File: src/rtl/rf_2p_bank_if.sv
// rtl/rf_2p_bank_if.sv - read/write/clear request bundle for the two-port banked register file
interface rf_2p_bank_if #(
    parameter int DWd = 32,
    parameter int AWd = 4,
    parameter int BWd = 1
);
    logic           i_read;
    logic [BWd-1:0] i_rbank;
    logic [AWd-1:0] i_raddr;
    logic           i_write;
    logic [BWd-1:0] i_wbank;
    logic [AWd-1:0] i_waddr;
    logic [DWd-1:0] i_wdata;
    logic           i_clr;
    logic [DWd-1:0] o_rdata;
    logic           o_rvalid;
    logic           o_rerr;

    modport master (
        output i_read, i_rbank, i_raddr,
        output i_write, i_wbank, i_waddr, i_wdata,
        output i_clr,
        input  o_rdata, o_rvalid, o_rerr
    );

    modport slave (
        input  i_read, i_rbank, i_raddr,
        input  i_write, i_wbank, i_waddr, i_wdata,
        input  i_clr,
        output o_rdata, o_rvalid, o_rerr
    );
endinterface

File: src/rtl/rf_2p_bank.sv
// rtl/rf_2p_bank.sv - flop-based banked two-port register file with written flags, bypass and read error
module rf_2p_bank #(
    parameter int wordWd = 12,
    parameter int DWd    = 32,
    parameter int NBANK  = 2,
    parameter int BYPASS = 1,
    parameter int AWd    = $clog2(wordWd),
    parameter int BWd    = (NBANK > 1 ? $clog2(NBANK) : 1)
) (
    input logic        i_clk,
    input logic        i_rstn,
    rf_2p_bank_if.slave rf
);
    // One extra bit so the bound itself is representable even when it is a power of two.
    localparam logic [AWd:0] NWORD_L = (AWd+1)'(wordWd);
    localparam logic [BWd:0] NBANK_L = (BWd+1)'(NBANK);

    logic [DWd-1:0] mem [NBANK][wordWd];
    logic           wv  [NBANK][wordWd];

    logic           wr_in;
    logic           rd_in;
    logic           same_loc;
    logic [DWd-1:0] rd_data_n;
    logic           rd_err_n;
    logic [DWd-1:0] rdata_q;
    logic           rvalid_q;
    logic           rerr_q;

    assign wr_in    = ({1'b0, rf.i_waddr} < NWORD_L) && ({1'b0, rf.i_wbank} < NBANK_L);
    assign rd_in    = ({1'b0, rf.i_raddr} < NWORD_L) && ({1'b0, rf.i_rbank} < NBANK_L);
    assign same_loc = rf.i_write && wr_in && (rf.i_wbank == rf.i_rbank) && (rf.i_waddr == rf.i_raddr);

    // Data array: no reset, only in-range writes land.
    always_ff @(posedge i_clk) begin
        if (rf.i_write && wr_in) begin
            mem[rf.i_wbank][rf.i_waddr] <= rf.i_wdata;
        end
    end

    // Written flags: clear drops everything, a same-cycle write re-marks its own word.
    always_ff @(posedge i_clk or negedge i_rstn) begin
        if (!i_rstn) begin
            for (int b = 0; b < NBANK; b++) begin
                for (int a = 0; a < wordWd; a++) begin
                    wv[b][a] <= 1'b0;
                end
            end
        end else begin
            if (rf.i_clr) begin
                for (int b = 0; b < NBANK; b++) begin
                    for (int a = 0; a < wordWd; a++) begin
                        wv[b][a] <= 1'b0;
                    end
                end
            end
            if (rf.i_write && wr_in) begin
                wv[rf.i_wbank][rf.i_waddr] <= 1'b1;
            end
        end
    end

    // Read result selection from pre-edge state, with optional forwarding of the concurrent write.
    always_comb begin
        rd_data_n = '0;
        rd_err_n  = 1'b1;
        if (rd_in) begin
            if ((BYPASS != 0) && same_loc) begin
                rd_data_n = rf.i_wdata;
                rd_err_n  = 1'b0;
            end else if (wv[rf.i_rbank][rf.i_raddr]) begin
                rd_data_n = mem[rf.i_rbank][rf.i_raddr];
                rd_err_n  = 1'b0;
            end
        end
    end

    // Output registers: strobe every read, hold data and error between reads.
    always_ff @(posedge i_clk or negedge i_rstn) begin
        if (!i_rstn) begin
            rdata_q  <= '0;
            rvalid_q <= 1'b0;
            rerr_q   <= 1'b0;
        end else begin
            rvalid_q <= rf.i_read;
            if (rf.i_read) begin
                rdata_q <= rd_data_n;
                rerr_q  <= rd_err_n;
            end
        end
    end

    assign rf.o_rdata  = rdata_q;
    assign rf.o_rvalid = rvalid_q;
    assign rf.o_rerr   = rerr_q;
endmodule
File: src/flat_wrapper.sv
// flat-port wrapper written by rule: the top's interface ports become plain ports
module rf_2p_bank_flat 
#(
    parameter int wordWd = 12,
    parameter int DWd    = 32,
    parameter int NBANK  = 2,
    parameter int BYPASS = 1,
    parameter int AWd    = $clog2(wordWd),
    parameter int BWd    = (NBANK > 1 ? $clog2(NBANK) : 1)
)
  (i_clk, i_rstn, rf_i_read, rf_i_rbank, rf_i_raddr, rf_i_write, rf_i_wbank, rf_i_waddr, rf_i_wdata, rf_i_clr, rf_o_rdata, rf_o_rvalid, rf_o_rerr);
  rf_2p_bank_if #(.DWd(DWd), .AWd(AWd), .BWd(BWd)) rf_i ();
  input logic i_clk;
  input logic i_rstn;
  input wire logic [$bits(rf_i.i_read)-1:0] rf_i_read;
  input wire logic [$bits(rf_i.i_rbank)-1:0] rf_i_rbank;
  input wire logic [$bits(rf_i.i_raddr)-1:0] rf_i_raddr;
  input wire logic [$bits(rf_i.i_write)-1:0] rf_i_write;
  input wire logic [$bits(rf_i.i_wbank)-1:0] rf_i_wbank;
  input wire logic [$bits(rf_i.i_waddr)-1:0] rf_i_waddr;
  input wire logic [$bits(rf_i.i_wdata)-1:0] rf_i_wdata;
  input wire logic [$bits(rf_i.i_clr)-1:0] rf_i_clr;
  output wire logic [$bits(rf_i.o_rdata)-1:0] rf_o_rdata;
  output wire logic [$bits(rf_i.o_rvalid)-1:0] rf_o_rvalid;
  output wire logic [$bits(rf_i.o_rerr)-1:0] rf_o_rerr;
  assign rf_i.i_read = rf_i_read;
  assign rf_i.i_rbank = rf_i_rbank;
  assign rf_i.i_raddr = rf_i_raddr;
  assign rf_i.i_write = rf_i_write;
  assign rf_i.i_wbank = rf_i_wbank;
  assign rf_i.i_waddr = rf_i_waddr;
  assign rf_i.i_wdata = rf_i_wdata;
  assign rf_i.i_clr = rf_i_clr;
  assign rf_o_rdata = rf_i.o_rdata;
  assign rf_o_rvalid = rf_i.o_rvalid;
  assign rf_o_rerr = rf_i.o_rerr;
  rf_2p_bank #(.wordWd(wordWd), .DWd(DWd), .NBANK(NBANK), .BYPASS(BYPASS), .AWd(AWd), .BWd(BWd)) u_core (.i_clk(i_clk), .i_rstn(i_rstn), .rf(rf_i));
endmodule
File: config.mk
export PLATFORM = sky130hd
export DESIGN_NAME = rf_2p_bank_flat
export DESIGN_NICKNAME = d
export VERILOG_FILES = /design/src/rtl/rf_2p_bank_if.sv /design/src/rtl/rf_2p_bank.sv /design/src/flat_wrapper.sv
export SDC_FILE = /design/constraint.sdc
export NUM_CORES = 1
export LEC_CHECK = 0
export ABC_AREA = 1
export BUFFER_PORTS_ARGS = -buffer_cell sky130_fd_sc_hd__buf_2
export CAP_MARGIN = 20
export CORE_AREA = 10 10 277 279
export CTS_CLUSTER_SIZE = 16
export DETAILED_ROUTE_END_ITERATION = 8
export DIE_AREA = 0 0 287 289
export PLACE_DENSITY = 0.65
export SETUP_SLACK_MARGIN = 0.1
export SYNTH_ARGS = -nofsm -noshare
export SYNTH_HDL_FRONTEND = slang
export SYNTH_SLANG_ARGS = --single-unit
File: constraint.sdc
create_clock -name i_clk -period 2 [get_ports i_clk]
set_clock_uncertainty 0.05 [all_clocks]
set_input_delay 0.1 -clock i_clk [delete_from_list [all_inputs] [get_ports i_clk]]
set_output_delay 0.1 -clock i_clk [all_outputs]
set_load 0.005 [all_outputs]
# Yosys cells after proc, flatten, opt, wreduce, memory -nomap -nowiden
# Memory sizes are Yosys's and may differ from the RTL's.
# Index checks and enable logic that the tools add are counted.
[classes] n_reduce_logical=5 n_bitwise=5 muxes=25 order_cmp=8 eq_ne=2
[ops] cell="$mux W384" n=1
[ops] cell="$mux W32" n=6
[ops] cell="$bmux W32 S4" n=1
[ops] cell="$demux W32 S4" n=1
[ops] cell="$mux W12" n=4
[ops] cell="$mux W24" n=2
[ops] cell="$or A24 B24 Y24" n=1
[ops] cell="$demux W12 S1" n=1
[ops] cell="$ge A5 B5 Y1 const B" n=2
[ops] cell="$not A4 Y5" n=2
[ops] cell="$lt A4 B4 Y1 const B" n=2
[ops] cell="$mux W1" n=7
[ops] cell="$logic_and A1 B1 Y1" n=5
[ops] cell="$lt A5 B1 Y1 const B" n=1
[ops] cell="$bmux W1 S4" n=1
[ops] cell="$demux W1 S4" n=1
[ops] cell="$eq A4 B4 Y1" n=1
[ops] cell="$ge A2 B2 Y1 const B" n=2
[ops] cell="$not A1 Y2" n=2
[ops] cell="$lt A2 B1 Y1 const B" n=1
[ops] cell="$eq A1 B1 Y1" n=1
[totals] mem_count=1 inputBits=47 ram_bits=768 out_inout_bits=34 word_cells=73 regBits=58
[mem_list] name="u_core.mem" words=2 word_bits=384 read_ports=1 rd_clocked_by_memory_dff=0 wr=1 line_no="rf_2p_bank.sv:18" source="logic [DWd-1:0] mem [NBANK][wordWd];"

# Longest topological paths before layout
[depth] ltp_word=10 depth_mapped=15 ltp_nobuf=13

# Worst setup path after synthesis
# Ideal clock, no wire load.
[synth_timing] kind="input -> register" from="input port rf_i_wbank" to="memory u_core.mem[1][192] (netlist bit), enable pin" stages=4 n_path_buf=2 arrival_time_ns=2.027 path_slack_ns=-0.498 required_time_ns=1.529 setup_ns=0.421 cell_sequence="clkbuf_1 -> inv_2 -> clkbuf_1 -> nor2_1"
[synth_lines] element="start: declaration" line_no="flat_wrapper.sv:19" source="input wire logic [$bits(rf_i.i_wbank)-1:0] rf_i_wbank;"
[synth_lines] element="end: declaration" line_no="rf_2p_bank.sv:18"
# Straight into the memory's write port.

# Final worst setup path
[layout_timing] from="input port rf_i_write" to="memory u_core.mem[0][349] (netlist bit), enable pin"
[layout_via] elab_chain_len=3
[layout_lines] element="start: declaration" line_no="flat_wrapper.sv:18" source="input wire logic [$bits(rf_i.i_write)-1:0] rf_i_write;"
[layout_lines] element="$logic_and A1 B1 Y1" line_no="rf_2p_bank.sv:36" source="if (rf.i_write && wr_in) begin"
[layout_lines] element="$mux W1" line_no="rf_2p_bank.sv:36"
[layout_lines] element="$mux W384 (implied by the code)" line_no="rf_2p_bank.sv:37" source="mem[rf.i_wbank][rf.i_waddr] <= rf.i_wdata;"
# Every way passes these cells.

==> impl_results.md <==
* Post_cts resized at 0
* Synth top area share at 65.6%
* GPL Wtd Cong at 0.834
* Seq/Total Area, Yosys at 69.7%
* DRC at 0
* Setup slack, reg-to-reg at 350 ps
* Post-route antenna net violation count at 0
* Routed WL at 96700 µm
* XOR/XNOR Fraction of Synth Area at 0.0249%
* Port buffer count at 80
* Met3 Resource Use GR at 3.79%
* Ranking of synthesized cells by area: edfxtp_1 (66%), nand2_1 (9.9%), nand3_1 (6.6%)
* Synth cell types at 23
* Largest stage delay on the critical path at 530 ps
* Worst VDD drop at 0.703 mV
* Cell taking the most area after synthesis: edfxtp_1
* GRT Max-Usage Layer: met2
* Syn Area/Cell at 10.7 µm²
* Critical path fanouts, max at 27
* # IOs at 81
* Syn Inst Count at 3289
* Max_slew headroom at 64.7%
* First-pass GRT wire length at 146000 µm
* Commonest cells in the netlist: nand2_1 (931), edfxtp_1 (768), nand3_1 (466), inv_1 (408), nor2_1 (229)
* Area growth syn-to-layout at 15.6%
* Leakage Power at 16.5 nW
* Pin count of the biggest net entering global routing at 82
* Crit-path leading delay family: buffers and inverters
* Total global routing overflow at 0
* Post-layout min period at 1810 ps
* Synthesized area at 0.0352 mm²
* Met2 Use GR at 37.7%
* Detailed placement HPWL at 53800 µm
* Die X at 287 µm
* Max-cap violations at 0
* Die height at 289 µm
* Routed len/inst at 21.8 µm
* # setup viols final at 0
* Largest family of logic cells by synthesized area: simple AND/OR/NAND/NOR gates
* Drt first-iter violations at 2666
* H-tree Lvls at 3
* Number of global-route vias before repair at 23467
* Initial core utilization at 49.4%
* FFs w/ async S/R, synth at 7.02%
* Cell Rows at 98
* Synth Area in Compound Gates at 3.83%
* Total chip power at 36.9 mW
* Crit path cell chain: dlygate4sd3_1 -> buf_2 -> inv_1 -> nor3_1 -> nand2_1 -> nor2_4 -> buf_12
* Power density cells at 909 mW/mm²
* Clock Path Buffers at 3
* Latest clock arrival within the worst-skew pair at 630 ps
* Startpoint Class: primary input
* DR pass1 iterations at 5
* # diodes at 0
* DP Cell Count at 4251
* Crit path arrival time at 2050 ps
* Post-Synthesis Net Count at 3336
* Status: complete, no violations
* Worst min path class: primary input to register
* Num CTS Buffers at 82
* EDFF count, synth at 768
* Unrepaired setup endpoints after global routing: false
* CP endpoint kind: register
* Layout Nets at 3471
* Non-Filler Instances at 4443
* Area share of and/or/nand/nor cells after synthesis at 19.1%
* Root buf cell: clkbuf_16
* Predominant post-synthesis flop cell: edfxtp_1
* Worst setup path class: primary input to register
* Postcts setup bufs at 0
* Highest clock rate at 552 MHz
* Period utilization at 90.6%
* CTS tree: yes
* GR Layer Usage met1 at 31.2%
* Required @ worst endpoint at 2240 ps
* Initial antenna violation count at 1
* Final hold vios at 0
* Die area at 0.0829 mm²
* Gr usage total at 23.2%
* Via count at 24211
* CORE AREA at 0.0711 mm²
* Adder-cell share of the synthesized area at 0%
* Fraction of layout cells with a size suffix above 1 at 9.96%
* Synthesized flop and latch total at 826
* Critical path buffer and inverter count at 4
* Post-DR vias/cell at 5.45
* Max-slew violations at 0
* Clock-pin slew on the worst setup and hold paths at 60 ps
* Count leader, synth: nand2_1
* Yosys warning count at 0
* CP max stage cell: dlygate4sd3_1
* Worst Max-Slew Pin Slew at 529 ps
* Mux contribution to synthesized area at 0%
* Clk sink count at 826
[through the flow]
stage | setup slack (ps) | area [µm²] | utilization (%) | setup TNS (ps) | hold slack, ps
after floorplan | -378 | 35200 | - | -114540 | -246
final | 188 | 40700 | 57.2 | 0 | 40.2
after CTS | 252 | 40700 | 57.2 | 0 | 5.77
after global routing | 174 | 40700 | 57.2 | 0 | 57.2
after global placement | 90.0 | 37600 | 52.9 | 0 | 111
after detailed placement | 144 | 37600 | 52.9 | 0 | 112
[layer usage]
layer | vias up | wire length, µm
li1 | 11220 | -
met1 | 11767 | 40100
met2 | 1039 | 45500
met3 | 185 | 8060
met4 | 0 | 2970
met5 | - | 0
[worst paths after layout]
path                                        from               endpoint  depth (start not counted)
setup / recovery                      rf_i_write     u_core.mem[0][349]                          7
hold / removal                     rf_i_waddr[3]           u_core.wv[4]                          4
setup reg to reg                    u_core.wv[5]  u_core.rf.o_rdata[13]                         13
hold reg to reg            u_core.rf.o_rdata[19]  u_core.rf.o_rdata[19]                          2
max in group asynchronous                 i_rstn  u_core.rf.o_rdata[27]                          4
min in group asynchronous                 i_rstn  u_core.rf.o_rdata[12]                          4
[flip-flops by register name (all words and copies together), names as in the netlist]
signal	count
u_core.rf.o_rdata	32
u_core.mem	768
u_core.rf.o_rvalid	1
u_core.wv	24
u_core.rf.o_rerr	1
[power by group]
part           total (mW)  leakage (nW)  switching, mW  internal, mW
clock                15.1          1.28           6.50          8.63
combinational        2.56          7.53           1.76         0.801
sequential           19.3          7.71          0.119          19.1
[cell families (layout without fill, tap and decap cells)]
group / after synthesis / in the layout
AND/OR/NAND/NOR: 1629 / 1629
flip-flops: 826 / 826
buffers and inverters: 604 / 808
AO/OA/AOI/OAI: 229 / 229
XOR/XNOR: 1 / 1
[cell type report]
class | count | area, µm²
clock inverters | 25 | 239
inverters | 416 | 1570
flip-flops and latches | 826 | 24500
fillers | 5907 | 30500
well taps | 950 | 1190
multi-input cells | 1859 | 8250
repair buffers | 239 | 2500
clock buffers | 128 | 2390
[worst reg2reg max path, cell delays in order, from the launching register on]
cell	delay, ps
dfrtp_1	370
inv_1	100
nand2_1	60
nand3_1	90
nand3_1	90
nand3_1	100
nand2_1	50
nand2_1	60
nand2_2	80
buf_12	190
nand3_1	120
nand2_1	80
nand2_1	60
nand2_1	50
[cells in the final DEF (no fill, tap or decap), drive strengths merged]
cell	instances
a21oi	4
bufinv	3
nand3	466
inv	418
o22ai	24
clkinvlp	1
nand2	932
clkbuf	128
edfxtp	768
dfrtp	58
nor3	2
o31ai	1
buf	200
clkinv	19
dlygate4sd3	39
xor2	1
nor2	229
o211ai	65
o21ai	135
[repair_timing]
item,CTS,global route
hold endpoints to repair,882,0
hold buffers,39,0
setup endpoints to repair,0,0
(Power assumes the default switching activity.)
